## src/rtl/jk_pkg.sv

```systemverilog
// Shared definitions for the JK register bank: operating modes, the JK
// action encoding, and the single-bit next-state rule used by both the
// cells and the bank's change detector.
package jk_pkg;

   typedef enum logic [1:0] {
      MODE_JK   = 2'd0,
      MODE_LOAD = 2'd1,
      MODE_UP   = 2'd2,
      MODE_DOWN = 2'd3
   } mode_e;

   // JK action encoding, indexed as {j, k}
   localparam logic [1:0] JK_HOLD = 2'b00;
   localparam logic [1:0] JK_CLR  = 2'b01;
   localparam logic [1:0] JK_SET  = 2'b10;
   localparam logic [1:0] JK_TOG  = 2'b11;

   function automatic logic jk_next(input logic j, input logic k, input logic q);
      logic r;
      r = q;
      case ({j, k})
         JK_HOLD: r = q;
         JK_CLR:  r = 1'b0;
         JK_SET:  r = 1'b1;
         JK_TOG:  r = ~q;
         default: r = q;
      endcase
      return r;
   endfunction

endpackage

```

## src/rtl/jk_ff_cell.sv

```systemverilog
// One JK flip-flop with enable and an asynchronous active-low reset to a
// per-instance reset value.
module jk_ff_cell
   import jk_pkg::*;
(
   input  logic clk,
   input  logic n_rst,
   input  logic rst_val,
   input  logic en,
   input  logic j,
   input  logic k,
   output logic q
);

   logic q_q;

   // State bit: reset to rst_val, otherwise apply the JK rule when enabled
   always_ff @(posedge clk or negedge n_rst) begin
      if (!n_rst) begin
         q_q <= rst_val;
      end else if (en) begin
         q_q <= jk_next(j, k, q_q);
      end
   end

   assign q = q_q;

endmodule

```

## src/rtl/jk_reg_bank.sv

```systemverilog
// Bank of WIDTH JK flip-flops with per-bit JK control, parallel load and
// up/down counting. Counting is built from the same cells by toggling every
// bit whose lower bits are all ones (up) or all zeros (down).
// Optional feature: define JK_REG_BANK_TOGGLE_CNT_EN to add cnt_clr and a
// saturating toggle_cnt of changing edges; without it CNT_W is unused.
module jk_reg_bank
   import jk_pkg::*;
#(
   parameter int unsigned          WIDTH   = 4,
   parameter logic [WIDTH-1:0]     RST_VAL = '0,
   parameter int unsigned          CNT_W   = 8
) (
   input  logic             clk,
   input  logic             n_rst,
   input  logic             en,
   input  logic [1:0]       mode,
   input  logic [WIDTH-1:0] j,
   input  logic [WIDTH-1:0] k,
   input  logic [WIDTH-1:0] d,
   output logic [WIDTH-1:0] q,
   output logic             tc,
   output logic             q_chg
`ifdef JK_REG_BANK_TOGGLE_CNT_EN
   ,
   input  logic             cnt_clr,
   output logic [CNT_W-1:0] toggle_cnt
`endif
);

   mode_e            mode_s;
   logic [WIDTH-1:0] j_cell;
   logic [WIDTH-1:0] k_cell;
   logic [WIDTH-1:0] q_w;
   logic [WIDTH-1:0] q_d;
   logic             chg_d;
   logic             q_chg_q;

   assign mode_s = mode_e'(mode);

   // Per-cell j/k derived from the mode; counting uses a ripple of all-ones/all-zeros
   always_comb begin
      logic carry;
      j_cell = j;
      k_cell = k;
      carry  = 1'b1;
      case (mode_s)
         MODE_LOAD: begin
            j_cell = d;
            k_cell = ~d;
         end
         MODE_UP: begin
            for (int i = 0; i < int'(WIDTH); i++) begin
               j_cell[i] = carry;
               k_cell[i] = carry;
               carry     = carry & q_w[i];
            end
         end
         MODE_DOWN: begin
            for (int i = 0; i < int'(WIDTH); i++) begin
               j_cell[i] = carry;
               k_cell[i] = carry;
               carry     = carry & ~q_w[i];
            end
         end
         default: begin
            j_cell = j;
            k_cell = k;
         end
      endcase
   end

   genvar gi;
   generate
      for (gi = 0; gi < int'(WIDTH); gi++) begin : g_cell
         jk_ff_cell u_cell (
            .clk     (clk),
            .n_rst   (n_rst),
            .rst_val (RST_VAL[gi]),
            .en      (en),
            .j       (j_cell[gi]),
            .k       (k_cell[gi]),
            .q       (q_w[gi])
         );
      end
   endgenerate

   // Value the cells will take on the coming edge, used only to detect change
   always_comb begin
      q_d = q_w;
      for (int i = 0; i < int'(WIDTH); i++) begin
         q_d[i] = en ? jk_next(j_cell[i], k_cell[i], q_w[i]) : q_w[i];
      end
   end

   assign chg_d = (q_d != q_w);

   // Registered change flag: high for the one cycle after a changing edge
   always_ff @(posedge clk or negedge n_rst) begin
      if (!n_rst) begin
         q_chg_q <= 1'b0;
      end else begin
         q_chg_q <= chg_d;
      end
   end

   assign q     = q_w;
   assign q_chg = q_chg_q;
   assign tc    = en && (((mode_s == MODE_UP)   && (q_w == {WIDTH{1'b1}})) ||
                         ((mode_s == MODE_DOWN) && (q_w == {WIDTH{1'b0}})));

`ifdef JK_REG_BANK_TOGGLE_CNT_EN
   localparam logic [CNT_W-1:0] CntMax = '1;

   logic [CNT_W-1:0] cnt_q;
   logic [CNT_W-1:0] cnt_d;

   // Saturating count of changing edges; clear wins over increment
   always_comb begin
      cnt_d = cnt_q;
      if (cnt_clr) begin
         cnt_d = '0;
      end else if (chg_d && (cnt_q != CntMax)) begin
         cnt_d = cnt_q + CNT_W'(1);
      end
   end

   // Toggle counter register
   always_ff @(posedge clk or negedge n_rst) begin
      if (!n_rst) begin
         cnt_q <= '0;
      end else begin
         cnt_q <= cnt_d;
      end
   end

   assign toggle_cnt = cnt_q;
`endif

endmodule
```

## config.mk

```make
export PLATFORM = sky130hd
export DESIGN_NAME = jk_reg_bank
export DESIGN_NICKNAME = d
export VERILOG_FILES = /design/src/rtl/jk_pkg.sv /design/src/rtl/jk_ff_cell.sv /design/src/rtl/jk_reg_bank.sv
export SDC_FILE = /design/constraint.sdc
export NUM_CORES = 1
export LEC_CHECK = 0
export ABC_AREA = 0
export CELL_PAD_IN_SITES_DETAIL_PLACEMENT = 1
export CELL_PAD_IN_SITES_GLOBAL_PLACEMENT = 1
export CORE_ASPECT_RATIO = 0.8
export CORE_MARGIN = 4
export CORE_UTILIZATION = 32
export DETAILED_ROUTE_END_ITERATION = 8
export PLACE_DENSITY = 0.82
export RECOVER_POWER = 25
export SLEW_MARGIN = 20
export SYNTH_ARGS = -nofsm -noshare
export SYNTH_HDL_FRONTEND = slang
export SYNTH_SLANG_ARGS = --single-unit
```

## constraint.sdc

```tcl
create_clock -name clk -period 2.4 [get_ports clk]
set_input_delay 0.48 -clock clk [delete_from_list [all_inputs] [get_ports clk]]
set_output_delay 0.48 -clock clk [all_outputs]
set_load 0.01 [all_outputs]
```

==> flow_summary.toml <==
[run_status]
status = "finished clean"

[sta]
hold_viol_final = 0
maxSlewViolCount = 0
finalSetupTns_ns = 0
finalClockSkew_ns = 0.00650
worstMarginPinSlew_ns = 0.419
fin_crit_sh = 0.900
setup_viol_count_final = 0
setup_ws_ns = 0.239
rsz0062_at_grt = "no"
slew_headroom = 0.717
fmax_ghz = 0.463
min_period_ns = 2.16

[yosys]
synth_warnings = 0
syn_area_per_cell_sq_um = 8.44
syn_nets = 84
synth_seq_cells = 5
synth_seq_area_share = 0.221
netlist_instances = 67
mappedNetlistArea_sq_um = 566
ys_types = 35

[grt]
grtUsageTotal = 0.134
grt_max_degree = 21
grt_pass1_wl_um = 2420
antenna_found_initial = 0
grt_pass1_vias = 556
grt_overflow = 0

[finish]
n_fill_cell = 194
stdcell_area_sq_um = 820
diodes = 0
fin_cells = 111
drive_above_1_share = 0.146
fin_nets = 107
syn2layout_area_growth_pct = 44.9

[route]
routedWlPerCell_um = 13.9
drt_iter0_markers = 2
dr_total_vias = 601
dr.pass1.iters = 2
drt_wl_total_um = 1550
ant_nets = 0
remaining_drc_errors = 0
viasPerCell = 5.41

[clock_tree]
clock_latency_ns = 0.25
clock_sinks = 5
htreeDepth = 1
max-clock-path-buffers = 2
cts_setup_buffers = 0
clk_pin_slew_ns = 0.05
cts_made_buffers = 3
root_buffer = "clkbuf_4"
cts_tree = "yes"

[power_and_ir_drop]
p_leak_uw = 0.000336
ir_worst_vdd_mv = 0.409
p_per_area_mw_per_mm2 = 576

[critical_path]
worstPathRequired_ns = 1.92
reg2regPathDepth = 5
worstPathMaxFanout = 3
startpoint_type = "input port"
crit_arrival_ns = 1.68
cp-end-kind = "output port"
path_class = "input port to output port"

[placement]
dp_hpwl_um = 1210
place_ws_ns = -0.0584
port_buffers = 22
place_inst = 107
routabilityCongestion = 0.755
dpl_cell_area_sq_um = 786

[floorplan]
io_pins = 23
dieWidth_um = 55
start_util = 0.344
fp.coreArea_sq_mm = 0.00164
dieArea_sq_mm = 0.00251
die_y_um = 45.6
num_rows = 13

[hold_path]
worstHoldPathType = "input port to async pin"

[job]
cap_violations = 0
## per-layer routing
| layer | track usage | vias to the layer above | wire [um] | part of all wire |
|---|---|---|---|---|
| met4 | 0.0437 | 0 | 8 | 0.0052 |
| met1 | 0.162 | 285 | 724 | 0.47 |
| met5 | 0 | - | 0 | 0 |
| met2 | 0.231 | 19 | 734 | 0.47 |
| met3 | 0.0295 | 2 | 78 | 0.050 |
| li1 | - | 295 | - | - |
## power by group
group / switching (uW) / internal (uW) / leakage (uW)
Sequential: 44.9 / 109 / 0.0000586
Combinational: 85.4 / 133 / 0.000262
Clock: 36.3 / 63.0 / 0.0000150
Total: 167 / 306 / 0.000336
## critical path: stages
cell	delay (ns)
clkdlybuf4s50_1	0.44
and4b_4	0.34
mux2i_1	0.07
nor2_1	0.09
dlygate4sd2_1	0.27
## through the flow
| stage | utilization | hold slack [ns] | power [uW] |
|---|---|---|---|
| floorplan | - | 0.184 | 284 |
| global placement | 0.478 | 0.572 | 365 |
| detailed placement | 0.478 | 0.573 | 370 |
| CTS | 0.499 | 0.453 | 480 |
| global route | 0.499 | 0.538 | 508 |
| finish | 0.499 | 0.525 | 472 |
## layout make-up
class | count | area [sq um] | area share
Timing Repair Buffer | 28 | 264 | 0.322
Inverter | 2 | 7.51 | 0.00916
Tap cell | 22 | 27.5 | 0.0336
Sequential cell | 5 | 125 | 0.153
Clock buffer | 4 | 26.3 | 0.0321
Multi-Input combinational cell | 50 | 369 | 0.450
## cells by family (layout without fill, tap and decap cells)
family,after synthesis,count (layout),share of synthesized area
buffers and inverters,12,34,0.142
AOI/OAI and AO/OA,23,23,0.292
muxes,3,3,0.0553
DFF,5,5,0.221
xor gates and xnor gates,1,1,0.0155
and+or+nand+nor,23,23,0.274
## flip-flops by register name, indices dropped and copies added, names as in the netlist
register	flops
g_cell.u_cell.q	4
q_chg	1
## path summary, 6_finish.rpt
| path | end | startpoint | slack [ns] |
|---|---|---|---|
| max | tc | mode[0] | 0.24 |
| min | g_cell[3].u_cell.q$_DFF_PN0_ | n_rst | 0.52 |
| max reg2reg | g_cell[3].u_cell.q$_DFF_PN0_ | g_cell[1].u_cell.q$_DFF_PN0_ | 0.61 |
| min reg2reg | g_cell[3].u_cell.q$_DFF_PN0_ | g_cell[3].u_cell.q$_DFF_PN0_ | 0.59 |
| max in group asynchronous | g_cell[0].u_cell.q$_DFF_PN0_ | n_rst | 1.68 |
| min in group clk | g_cell[3].u_cell.q$_DFF_PN0_ | g_cell[3].u_cell.q$_DFF_PN0_ | 0.59 |
## synthesized netlist by cell type
cell type / n / area, sq um
a211oi_1: 4 / 30.0
a21bo_1: 1 / 10.0
a21o_1: 2 / 15.0
a21oi_1: 4 / 20.0
a221oi_1: 1 / 8.76
and4b_4: 1 / 13.8
buf_2: 1 / 5.00
buf_4: 6 / 45.0
buf_6: 1 / 11.3
clkbuf_1: 1 / 3.75
clkbuf_4: 1 / 7.51
dfrtp_1: 5 / 125
inv_1: 2 / 7.51
mux2_2: 1 / 11.3
mux2i_1: 2 / 20.0
nand2_1: 3 / 11.3
nand2b_1: 1 / 6.26
nand3_1: 2 / 10.0
nand3b_1: 1 / 7.51
nand4_1: 1 / 6.26
nand4bb_1: 1 / 11.3
nor2_1: 2 / 7.51
nor2_2: 1 / 6.26
nor2b_1: 4 / 25.0
nor3_1: 3 / 15.0
nor4b_2: 1 / 15.0
nor4bb_1: 1 / 10.0
o211a_1: 1 / 10.0
o211ai_1: 3 / 22.5
o21ai_0: 3 / 15.0
o311a_1: 1 / 10.0
o311ai_1: 1 / 8.76
o31ai_1: 2 / 15.0
or4b_1: 1 / 10.0
xnor2_1: 1 / 8.76
## placed cells by master (no fill, tap or decap), types with 3 or more instances in the layout
cell type         n
a211oi_1          4
a21oi_1           4
buf_4             6
clkbuf_4          3
clkdlybuf4s50_1  20
dfrtp_1           5
nand2_1           3
nor2b_1           4
nor3_1            3
o211ai_1          3
o21ai_0           3
## repair_timing
action,4_1_cts,5_1_grt
endpoints found under the setup margin,1,0
hold buffers,0,0
resized for setup,2,0
Power figures use the tool's default switching activity.
